$ cat src/rtl/cpu6_csrfile_if.sv
// CSR access bus between the cpu6 decode/execute stage (master) and the CSR file (slave).
`ifndef CPU6_CSR_WSC_SIZE
`define CPU6_CSR_WSC_SIZE 3
`endif

interface cpu6_csrfile_if;
  logic                          csr;
  logic                          csr_rs1uimm;
  logic [`CPU6_CSR_WSC_SIZE-1:0] csr_wsc;
  logic [11:0]                   csr_addr;
  logic [4:0]                    csr_rs1idx;
  logic [31:0]                   rs1_data;
  logic [31:0]                   csr_rdata;
  logic                          csr_illegal;

  modport master (
    output csr, csr_rs1uimm, csr_wsc, csr_addr, csr_rs1idx, rs1_data,
    input  csr_rdata, csr_illegal
  );

  modport slave (
    input  csr, csr_rs1uimm, csr_wsc, csr_addr, csr_rs1idx, rs1_data,
    output csr_rdata, csr_illegal
  );
endinterface

$ cat src/rtl/cpu6_csrfile.sv
// cpu6 machine-mode CSR file: atomic CSRRW/S/C, trap/mret state, optional 64-bit counters.
// Define CPU6_CSR_COUNTERS_EN to implement mcycle/minstret; otherwise their addresses read 0.
`ifndef CPU6_CSR_WSC_SIZE
`define CPU6_CSR_WSC_SIZE 3
`endif

module cpu6_csrfile #(
  parameter logic [31:0] MTVEC_RESET = 32'h0000_0000,
  parameter logic [31:0] MHARTID     = 32'h0000_0000
) (
  input  logic                 clk,
  input  logic                 reset,
  cpu6_csrfile_if.slave        bus,
  input  logic                 instr_retire,
  input  logic                 trap,
  input  logic [31:0]          trap_cause,
  input  logic [31:0]          trap_pc,
  input  logic [31:0]          trap_val,
  input  logic                 mret,
  output logic [31:0]          mtvec_out,
  output logic [31:0]          mepc_out,
  output logic                 mstatus_mie
);

  typedef enum logic [11:0] {
    A_MSTATUS   = 12'h300,
    A_MIE       = 12'h304,
    A_MTVEC     = 12'h305,
    A_MSCRATCH  = 12'h340,
    A_MEPC      = 12'h341,
    A_MCAUSE    = 12'h342,
    A_MTVAL     = 12'h343,
    A_MCYCLE    = 12'hB00,
    A_MINSTRET  = 12'hB02,
    A_MCYCLEH   = 12'hB80,
    A_MINSTRETH = 12'hB82,
    A_CYCLE     = 12'hC00,
    A_INSTRET   = 12'hC02,
    A_CYCLEH    = 12'hC80,
    A_INSTRETH  = 12'hC82,
    A_MHARTID   = 12'hF14
  } csr_addr_e;

  logic        mst_mie, mst_mpie;
  logic [2:0]  mie_bits;
  logic [31:0] mtvec_q, mscratch_q, mepc_q, mcause_q, mtval_q;

  logic        implemented, onehot, suppress, illegal, wr_en;
  logic [31:0] old_val, src, new_val;

`ifdef CPU6_CSR_COUNTERS_EN
  logic [63:0] mcycle_q, minstret_q;
`else
  logic unused_retire;
  assign unused_retire = instr_retire;
`endif

  always_comb begin
    implemented = 1'b1;
    old_val     = '0;
    case (bus.csr_addr)
      A_MSTATUS:  old_val = {19'b0, 2'b11, 3'b0, mst_mpie, 3'b0, mst_mie, 3'b0};
      A_MIE:      old_val = {20'b0, mie_bits[2], 3'b0, mie_bits[1], 3'b0, mie_bits[0], 3'b0};
      A_MTVEC:    old_val = mtvec_q;
      A_MSCRATCH: old_val = mscratch_q;
      A_MEPC:     old_val = mepc_q;
      A_MCAUSE:   old_val = mcause_q;
      A_MTVAL:    old_val = mtval_q;
      A_MHARTID:  old_val = MHARTID;
`ifdef CPU6_CSR_COUNTERS_EN
      A_MCYCLE,   A_CYCLE:    old_val = mcycle_q[31:0];
      A_MCYCLEH,  A_CYCLEH:   old_val = mcycle_q[63:32];
      A_MINSTRET, A_INSTRET:  old_val = minstret_q[31:0];
      A_MINSTRETH, A_INSTRETH: old_val = minstret_q[63:32];
`else
      A_MCYCLE, A_CYCLE, A_MCYCLEH, A_CYCLEH,
      A_MINSTRET, A_INSTRET, A_MINSTRETH, A_INSTRETH: old_val = '0;
`endif
      default:    implemented = 1'b0;
    endcase
  end

  always_comb begin
    src      = bus.csr_rs1uimm ? {27'b0, bus.csr_rs1idx} : bus.rs1_data;
    onehot   = (bus.csr_wsc == 3'b001) || (bus.csr_wsc == 3'b010) || (bus.csr_wsc == 3'b100);
    // Set/clear with x0/uimm 0 is a pure read, so it is allowed on read-only space.
    suppress = (bus.csr_wsc[1] || bus.csr_wsc[2]) && (bus.csr_rs1idx == 5'd0);
    illegal  = bus.csr && (!implemented || !onehot ||
                           (!suppress && (bus.csr_addr[11:10] == 2'b11)));
    wr_en    = bus.csr && !illegal && !suppress && !trap && !mret;
    case (bus.csr_wsc)
      3'b001:  new_val = src;
      3'b010:  new_val = old_val | src;
      3'b100:  new_val = old_val & ~src;
      default: new_val = old_val;
    endcase
  end

  assign bus.csr_rdata   = (bus.csr && !illegal) ? old_val : '0;
  assign bus.csr_illegal = illegal;
  assign mtvec_out       = mtvec_q;
  assign mepc_out        = mepc_q;
  assign mstatus_mie     = mst_mie;

  always_ff @(posedge clk) begin
    if (reset) begin
      mst_mie    <= 1'b0;
      mst_mpie   <= 1'b0;
      mie_bits   <= '0;
      mtvec_q    <= MTVEC_RESET & ~32'd3;
      mscratch_q <= '0;
      mepc_q     <= '0;
      mcause_q   <= '0;
      mtval_q    <= '0;
    end else if (trap) begin
      mepc_q   <= trap_pc & ~32'd3;
      mcause_q <= trap_cause;
      mtval_q  <= trap_val;
      mst_mpie <= mst_mie;
      mst_mie  <= 1'b0;
    end else if (mret) begin
      mst_mie  <= mst_mpie;
      mst_mpie <= 1'b1;
    end else if (wr_en) begin
      case (bus.csr_addr)
        A_MSTATUS: begin
          mst_mie  <= new_val[3];
          mst_mpie <= new_val[7];
        end
        A_MIE:      mie_bits   <= {new_val[11], new_val[7], new_val[3]};
        A_MTVEC:    mtvec_q    <= new_val & ~32'd3;
        A_MSCRATCH: mscratch_q <= new_val;
        A_MEPC:     mepc_q     <= new_val & ~32'd3;
        A_MCAUSE:   mcause_q   <= new_val;
        A_MTVAL:    mtval_q    <= new_val;
        default: ;
      endcase
    end
  end

`ifdef CPU6_CSR_COUNTERS_EN
  // A write to one half replaces the increment for that counter this cycle.
  always_ff @(posedge clk) begin
    if (reset) begin
      mcycle_q   <= '0;
      minstret_q <= '0;
    end else begin
      if (wr_en && (bus.csr_addr == A_MCYCLE))
        mcycle_q[31:0] <= new_val;
      else if (wr_en && (bus.csr_addr == A_MCYCLEH))
        mcycle_q[63:32] <= new_val;
      else
        mcycle_q <= mcycle_q + 64'd1;

      if (wr_en && (bus.csr_addr == A_MINSTRET))
        minstret_q[31:0] <= new_val;
      else if (wr_en && (bus.csr_addr == A_MINSTRETH))
        minstret_q[63:32] <= new_val;
      else if (instr_retire)
        minstret_q <= minstret_q + 64'd1;
    end
  end
`endif

endmodule

$ cat src/flat_wrapper.sv
// flat-port wrapper written by rule: the top's interface ports become plain ports
module cpu6_csrfile_flat 
#(
  parameter logic [31:0] MTVEC_RESET = 32'h0000_0000,
  parameter logic [31:0] MHARTID     = 32'h0000_0000
)
  (clk, reset, instr_retire, trap, trap_cause, trap_pc, trap_val, mret, mtvec_out, mepc_out, mstatus_mie, bus_csr, bus_csr_rs1uimm, bus_csr_wsc, bus_csr_addr, bus_csr_rs1idx, bus_rs1_data, bus_csr_rdata, bus_csr_illegal);
  cpu6_csrfile_if bus_i ();
  input  logic clk;
  input  logic reset;
  input  logic instr_retire;
  input  logic trap;
  input  logic [31:0] trap_cause;
  input  logic [31:0] trap_pc;
  input  logic [31:0] trap_val;
  input  logic mret;
  output logic [31:0] mtvec_out;
  output logic [31:0] mepc_out;
  output logic mstatus_mie;
  input wire logic [$bits(bus_i.csr)-1:0] bus_csr;
  input wire logic [$bits(bus_i.csr_rs1uimm)-1:0] bus_csr_rs1uimm;
  input wire logic [$bits(bus_i.csr_wsc)-1:0] bus_csr_wsc;
  input wire logic [$bits(bus_i.csr_addr)-1:0] bus_csr_addr;
  input wire logic [$bits(bus_i.csr_rs1idx)-1:0] bus_csr_rs1idx;
  input wire logic [$bits(bus_i.rs1_data)-1:0] bus_rs1_data;
  output wire logic [$bits(bus_i.csr_rdata)-1:0] bus_csr_rdata;
  output wire logic [$bits(bus_i.csr_illegal)-1:0] bus_csr_illegal;
  assign bus_i.csr = bus_csr;
  assign bus_i.csr_rs1uimm = bus_csr_rs1uimm;
  assign bus_i.csr_wsc = bus_csr_wsc;
  assign bus_i.csr_addr = bus_csr_addr;
  assign bus_i.csr_rs1idx = bus_csr_rs1idx;
  assign bus_i.rs1_data = bus_rs1_data;
  assign bus_csr_rdata = bus_i.csr_rdata;
  assign bus_csr_illegal = bus_i.csr_illegal;
  cpu6_csrfile #(.MTVEC_RESET(MTVEC_RESET), .MHARTID(MHARTID)) u_core (.clk(clk), .reset(reset), .bus(bus_i), .instr_retire(instr_retire), .trap(trap), .trap_cause(trap_cause), .trap_pc(trap_pc), .trap_val(trap_val), .mret(mret), .mtvec_out(mtvec_out), .mepc_out(mepc_out), .mstatus_mie(mstatus_mie));
endmodule
$ cat config.mk
export PLATFORM = sky130hd
export DESIGN_NAME = cpu6_csrfile_flat
export DESIGN_NICKNAME = d
export VERILOG_FILES = /design/src/rtl/cpu6_csrfile_if.sv /design/src/rtl/cpu6_csrfile.sv /design/src/flat_wrapper.sv
export SDC_FILE = /design/constraint.sdc
export NUM_CORES = 1
export LEC_CHECK = 0
export ABC_AREA = 1
export BUFFER_PORTS_ARGS = -buffer_cell sky130_fd_sc_hd__buf_2
export CAP_MARGIN = 40
export CORE_UTILIZATION = 52
export DETAILED_ROUTE_END_ITERATION = 6
export PLACE_DENSITY = 0.85
export SLEW_MARGIN = 20
export SYNTH_ARGS = -nofsm -noshare
export SYNTH_HDL_FRONTEND = slang
export SYNTH_SLANG_ARGS = --single-unit
$ cat constraint.sdc
create_clock -name clk -period 1.9 [get_ports clk]
set_input_delay 0 -clock clk [delete_from_list [all_inputs] [get_ports clk]]
set_output_delay 0 -clock clk [all_outputs]
set_load 0.01 [all_outputs]
== Word level (Yosys, flattened, before mapping) ==
Index checks and enable logic that the tools add are counted.

* Register bits after elaboration: 161
* Bits of input ports: 155
* Output and inout port bits: 98
* Logic and storage cells: 95

* Equality and inequality tests: 21
* Multiplexer cells: 24
* Bitwise operators: 5
* Reduce and logical (&&, ||, !) cells: 37

{| class="wikitable"
|+ Operators with widths
! cell !! count
|-
| 2-to-1 mux 32 bit || 14
|-
| one-hot mux 32 bit (7 select lines) || 1
|-
| == test 12 bit, second input constant || 9
|-
| one-hot mux 32 bit (3 select lines) || 1
|-
| == test 12 x 10 -> 1 bit, second input constant || 7
|-
| bitwise AND 32 bit || 1
|-
| NOT 32 bit || 1
|-
| bitwise OR 32 bit || 1
|-
| OR reduction 16 bit || 1
|-
| AND reduction 4 bit || 3
|-
| nonzero test 2 bit || 6
|-
| AND reduction 3 bit || 3
|-
| 2-to-1 mux 1 bit || 8
|-
| logical AND 1 bit || 7
|-
| logical NOT 1 bit || 6
|-
| nonzero test 3 bit || 2
|-
| logical NOT 5 bit || 1
|-
| logical OR 1 bit || 5
|-
| AND reduction 2 bit || 2
|-
| == test 3 x 1 -> 1 bit, second input constant || 1
|-
| == test 3 x 2 -> 1 bit, second input constant || 1
|-
| == test 3 bit, second input constant || 1
|-
| == test 2 bit, second input constant || 1
|-
| != test 2 bit, second input constant || 1
|-
| other kinds (2) || 3
|}

== Depth between registers and ports, before layout ==
* Word-level depth: 15
* Depth in mapped cells: 17
* Mapped depth without buffers: 16

== Worst setup path after synthesis ==
OpenSTA, ideal clock, no wires.

* Path kind: input port to flip-flop
* Start point: in bus_csr_addr[5]
* End point: reg u_core.mscratch_q[11]
* Library setup time: 118 ps
* Arrival time: 1518 ps
* Required time: 1782 ps
* Setup slack: 263 ps
* Stages on the path: 14
* Buffers on the path: 2
* Cells stage by stage: nor2_2 nand2_1 nor2_2 nand2_1 nand2_1 nor2_1 nand2_1 nand3_4 nor2_8 nand2_4 buf_6 buf_4 nor3_1 nor2_1

* Cells in the longest elaborated chain, start to end: 13
* Elaborated cells on any way between the ends: 32
* Classes of those cells: 16 x eq/ne; 3 x mux; 2 x bitwise; 11 x reduce/logical

{| class="wikitable"
|+ RTL lines
! element !! RTL line !! source
|-
| start: declaration || flat_wrapper.sv:23 || <nowiki>input wire logic [$bits(bus_i.csr_addr)-1:0] bus_csr_addr;</nowiki>
|-
| == test 12 bit (tied with other cells) || cpu6_csrfile.sv:61 || <nowiki>case (bus.csr_addr)</nowiki>
|-
| OR reduction 16 bit (no line) || - ||
|-
| 2-to-1 mux 1 bit || cpu6_csrfile.sv:61 ||
|-
| logical NOT 1 bit || cpu6_csrfile.sv:88 || <nowiki>illegal = bus.csr && (!implemented || !onehot ||</nowiki>
|-
| logical OR 1 bit (2 in a row) || cpu6_csrfile.sv:88 ||
|-
| logical AND 1 bit || cpu6_csrfile.sv:88 ||
|-
| logical NOT 1 bit || cpu6_csrfile.sv:90 || <nowiki>wr_en = bus.csr && !illegal && !suppress && !trap && !mret;</nowiki>
|-
| logical AND 1 bit (4 in a row) || cpu6_csrfile.sv:90 ||
|-
| AND reduction 4 bit (no line) || - ||
|-
| end signal: assignment || cpu6_csrfile.sv:132 || <nowiki>A_MSCRATCH: mscratch_q <= new_val;</nowiki>
|-
| end: declaration || cpu6_csrfile.sv:46 || <nowiki>logic [31:0] mtvec_q, mscratch_q, mepc_q, mcause_q, mtval_q;</nowiki>
|}

Several ways; a longest one is shown, not always the timed one.
A chain may end at the register's enable or synchronous reset.

== Worst setup path in the final report ==
* Start point: in bus_csr_rs1idx[3]
* End point: out bus_csr_rdata[10]

* Cells in the longest elaborated chain, start to end: 9

{| class="wikitable"
|+ RTL lines
! element !! RTL line !! source
|-
| start: declaration || flat_wrapper.sv:24 || <nowiki>input wire logic [$bits(bus_i.csr_rs1idx)-1:0] bus_csr_rs1idx;</nowiki>
|-
| logical NOT 5 bit || cpu6_csrfile.sv:87 || <nowiki>suppress = (bus.csr_wsc[1] || bus.csr_wsc[2]) && (bus.csr_rs1idx == 5'd0);</nowiki>
|-
| logical AND 1 bit || cpu6_csrfile.sv:87 ||
|-
| logical NOT 1 bit || cpu6_csrfile.sv:89 || <nowiki>(!suppress && (bus.csr_addr[11:10] == 2'b11)));</nowiki>
|-
| logical AND 1 bit || cpu6_csrfile.sv:89 ||
|-
| logical OR 1 bit || cpu6_csrfile.sv:88 ||
|-
| logical AND 1 bit || cpu6_csrfile.sv:88 ||
|-
| logical NOT 1 bit || cpu6_csrfile.sv:99 || <nowiki>assign bus.csr_rdata = (bus.csr && !illegal) ? old_val : '0;</nowiki>
|-
| logical AND 1 bit || cpu6_csrfile.sv:99 ||
|-
| 2-to-1 mux 32 bit || cpu6_csrfile.sv:99 ||
|-
| end: declaration || flat_wrapper.sv:26 || <nowiki>output wire logic [$bits(bus_i.csr_rdata)-1:0] bus_csr_rdata;</nowiki>
|}

No other way between the ends.

==> impl_metrics.csv <==
group,metric,value,unit
outcome,status,"finished, violations left",
outcome,violations,"DRC",
critical_path,path_common_cell,"nor2_1",
critical_path,critical-path-top-delay-family,"simple AND/OR/NAND/NOR gates",
placement,hpwl,23400,µm
routing,routed_via_density,5.49,
critical_path,critPathSlowestCell,"buf_6",
final_layout,syn_to_final_growth,35.5,%
sta,max_freq,561,MHz
cts,htree_levels,4,
sta,fin_crit,1.78,ns
final_layout,layout_commonest_cell,"nand2_1",
grt,grt_pass1_vias,12100,
routing,drt_first_iter_violations,1262,
pwr,power_density,609,nW/µm²
critical_path,crit_path_start_kind,"input pin",
routing,wl_per_cell,15.5,µm
routing,dr.pass1.iters,7,
yosys,synth_xor_area_frac,0,
cts,cts_buffer_depth,2,
critical_path,cp_max_fo,32,
hold_path,holdCritPathClass,"input pin to flip-flop",
die,ios,253,
yosys,seq_area_frac_synth,0.313,
cts,cts_tree,"yes",
pwr,power_frac_comb,0.167,
yosys,synth-seq-cells,161,
sta,rsz0062_at_grt,"no",
yosys,synth_top_family_by_area,"simple AND/OR/NAND/NOR gates",
die,dieWidth,143,µm
die,dieHeight,143,µm
die,core,19500,µm²
die,row_count,51,
yosys,syn_area,10300,µm²
final_layout,final_cell_mix,"497 x nand2_1, 276 x nor2_1, 244 x buf_2",
final_layout,nets,2278,
critical_path,critPathCaptureType,"primary output",
sta,hold_viol,0,
pwr,p_int,0.00612,W
yosys,ys_types,33,
final_layout,drive_gt1_frac,0.206,
critical_path,arrival,1.78,ns
sta,finalClockSkew,0.0102,ns
routing,ant_nets,0,
cts,clk_pin_slew,0.07,ns
yosys,synth_adder_area_share,0,
placement,port_buffers,245,
cts,cts.sinks,161,
pwr,seq_power_share,0.419,
cts,root_buffer,"clkbuf_16",
grt,grt_pass1_wl,58300,µm
critical_path,path_cells,"buf_2 -> nor2_1 -> nand3_1 -> nor3_2 -> buf_4 -> nor2_1 -> nor2_1 -> nand3_4 -> buf_6 -> a21oi_1 -> buf_2",
grt,grt_usage,0.363,
cts,numCtsBuffers,17,
routing,vias,13200,
grt,grt_antenna_before_repair,0,
yosys,synth_area_leader_cell,"dfxtp_1",
critical_path,critPathKind,"input pin to primary output",
sta,setup_viol,0,
pwr,leakagePower,7.10,nW
pwr,peakVddDrop,473,µV
final_layout,n_antenna_cell,0,
cts,clock_latency,0.43,ns
pwr,p_clk_frac,0.414,
pwr,p_sw,0.00238,W
critical_path,max_stage_delay,0.25,ns
sta,tns,0,ns
final_layout,post-route-util,0.717,
placement,gp_congestion,0.913,
final_layout,nFillCells,1472,
critical_path,critPathBufInv,4,
pwr,p_sw_frac,0.280,
yosys,yosysTopAreaCellShare,0.313,
grt,grt_max_degree,71,
sta,post-route-period-util,0.938,
yosys,ys.warnings.count,0,
routing,drc_errors,1,
routing,wl,37200,µm
flow_run,cap_violations,0,
yosys,synth_simple_gate_area_frac,0.406,
sta,slew_violations,0,
die,die_area,20400,µm²
grt,gr-total-overflow,0,
critical_path,required,1.90,ns
die,start_util,0.529,
yosys,synth-compound-area-share,0.148,
yosys,syn_inst,1782,
yosys,synth.area.top_cells,"dfxtp_1 31%, nand2_1 18%, nor2_1 10%",
yosys,synth_area_per_cell,5.78,µm²
yosys,synthMuxAreaShare,0.00328,
## metrics by stage
step	area [µm²]	total power (W)	hold slack, ns	cells	setup slack (ns)
finish	14000	0.00850	0.0432	2401	0.118
global route	14000	0.00880	0.0632	2401	0.0395
CTS	13900	0.00845	0.0207	2401	0.0477
detailed placement	12400	0.00484	0.300	2273	-0.107
global placement	12400	0.00481	0.293	2273	-0.0213
floorplan	10300	0.00437	0.0691	1785	0.263
## metal layers
layer / vias up / global-route usage / routed length (µm)
li1: 6284 / - / -
met5: - / 0 / 0
met2: 876 / 0.589 / 17100
met3: 175 / 0.0768 / 3690
met4: 0 / 0.211 / 1780
met1: 5853 / 0.445 / 14600
## sequential cells by signal, indices dropped and copies added, names as in the netlist
register	flops
u_core.mtvec_out	30
u_core.mepc_out	30
u_core.mie_bits	3
u_core.mscratch_q	32
u_core.mstatus_mie	1
u_core.mtval_q	32
u_core.mst_mpie	1
u_core.mcause_q	32
## power by group through the flow
stage	logic (W)	registers, W	clock network [W]
2_1_floorplan	0.000729	0.00364	0
3_3_place_gp	0.00118	0.00363	0
3_5_place_dp	0.00121	0.00363	0
4_1_cts	0.00137	0.00356	0.00353
5_1_grt	0.00157	0.00357	0.00366
6_report	0.00142	0.00356	0.00352
## worst register-to-register path, stage by stage, from the launching register on
cell	delay, ns
dfxtp_1	0.34
nand4_1	0.11
o21ai_0	0.09
nor2_1	0.15
nand2_1	0.07
nand2_1	0.06
nand2_1	0.11
nand2_1	0.12
nand2_1	0.06
a21oi_1	0.16
nor2_1	0.07
## cells in the mapped netlist, drive strengths merged
cell type and count:
nand2 505, nand3 123, buf 54, nand3b 3, conb 1, nand4 2
dfxtp 161, o22ai 37, nor3 68, o21ai 121, inv 211, o221ai 2
o31ai 1, a21oi 131, mux2 3, clkinv 1, a21boi 1, clkbuf 70
nor2 286, or2 1
## cell families (layout without fill, tap and decap cells)
| family | count (synthesis) | after routing |
|---|---|---|
| mux | 3 | 3 |
| compound gates | 293 | 293 |
| simple gates | 988 | 988 |
| buf+inv | 336 | 687 |
| flops | 161 | 161 |
| other cells | 1 | 4 |
## timing repair
action	in CTS	in global routing
endpoints found under the setup margin	1	32
hold buffers	96	0
setup buffers	0	0
resized for setup	1	5
pin swaps	0	0
hold endpoints to repair	96	0
## layout make-up
class | count | area, µm² | area share
multi-input cells | 1288 | 5790 | 0.415
flip-flops and latches | 161 | 3220 | 0.231
repair buffers | 443 | 3210 | 0.230
inverters | 212 | 803 | 0.0576
clock buffers | 19 | 443 | 0.0317
well taps | 265 | 332 | 0.0238
clock inverters | 13 | 153 | 0.0109
## worst paths after layout
path	from	endpoint	slack, ns	depth (start not counted)
worst max-delay path	bus_csr_rs1idx[3]	bus_csr_rdata[10]	0.12	11
worst min-delay path	trap	u_core.mtval_q[12]	0.04	5
worst max register to register	u_core.mscratch_q[12]	u_core.mepc_out[12]	0.45	10
worst min register to register	u_core.mtval_q[7]	u_core.mtval_q[7]	0.49	2
(Power assumes the default switching activity.)
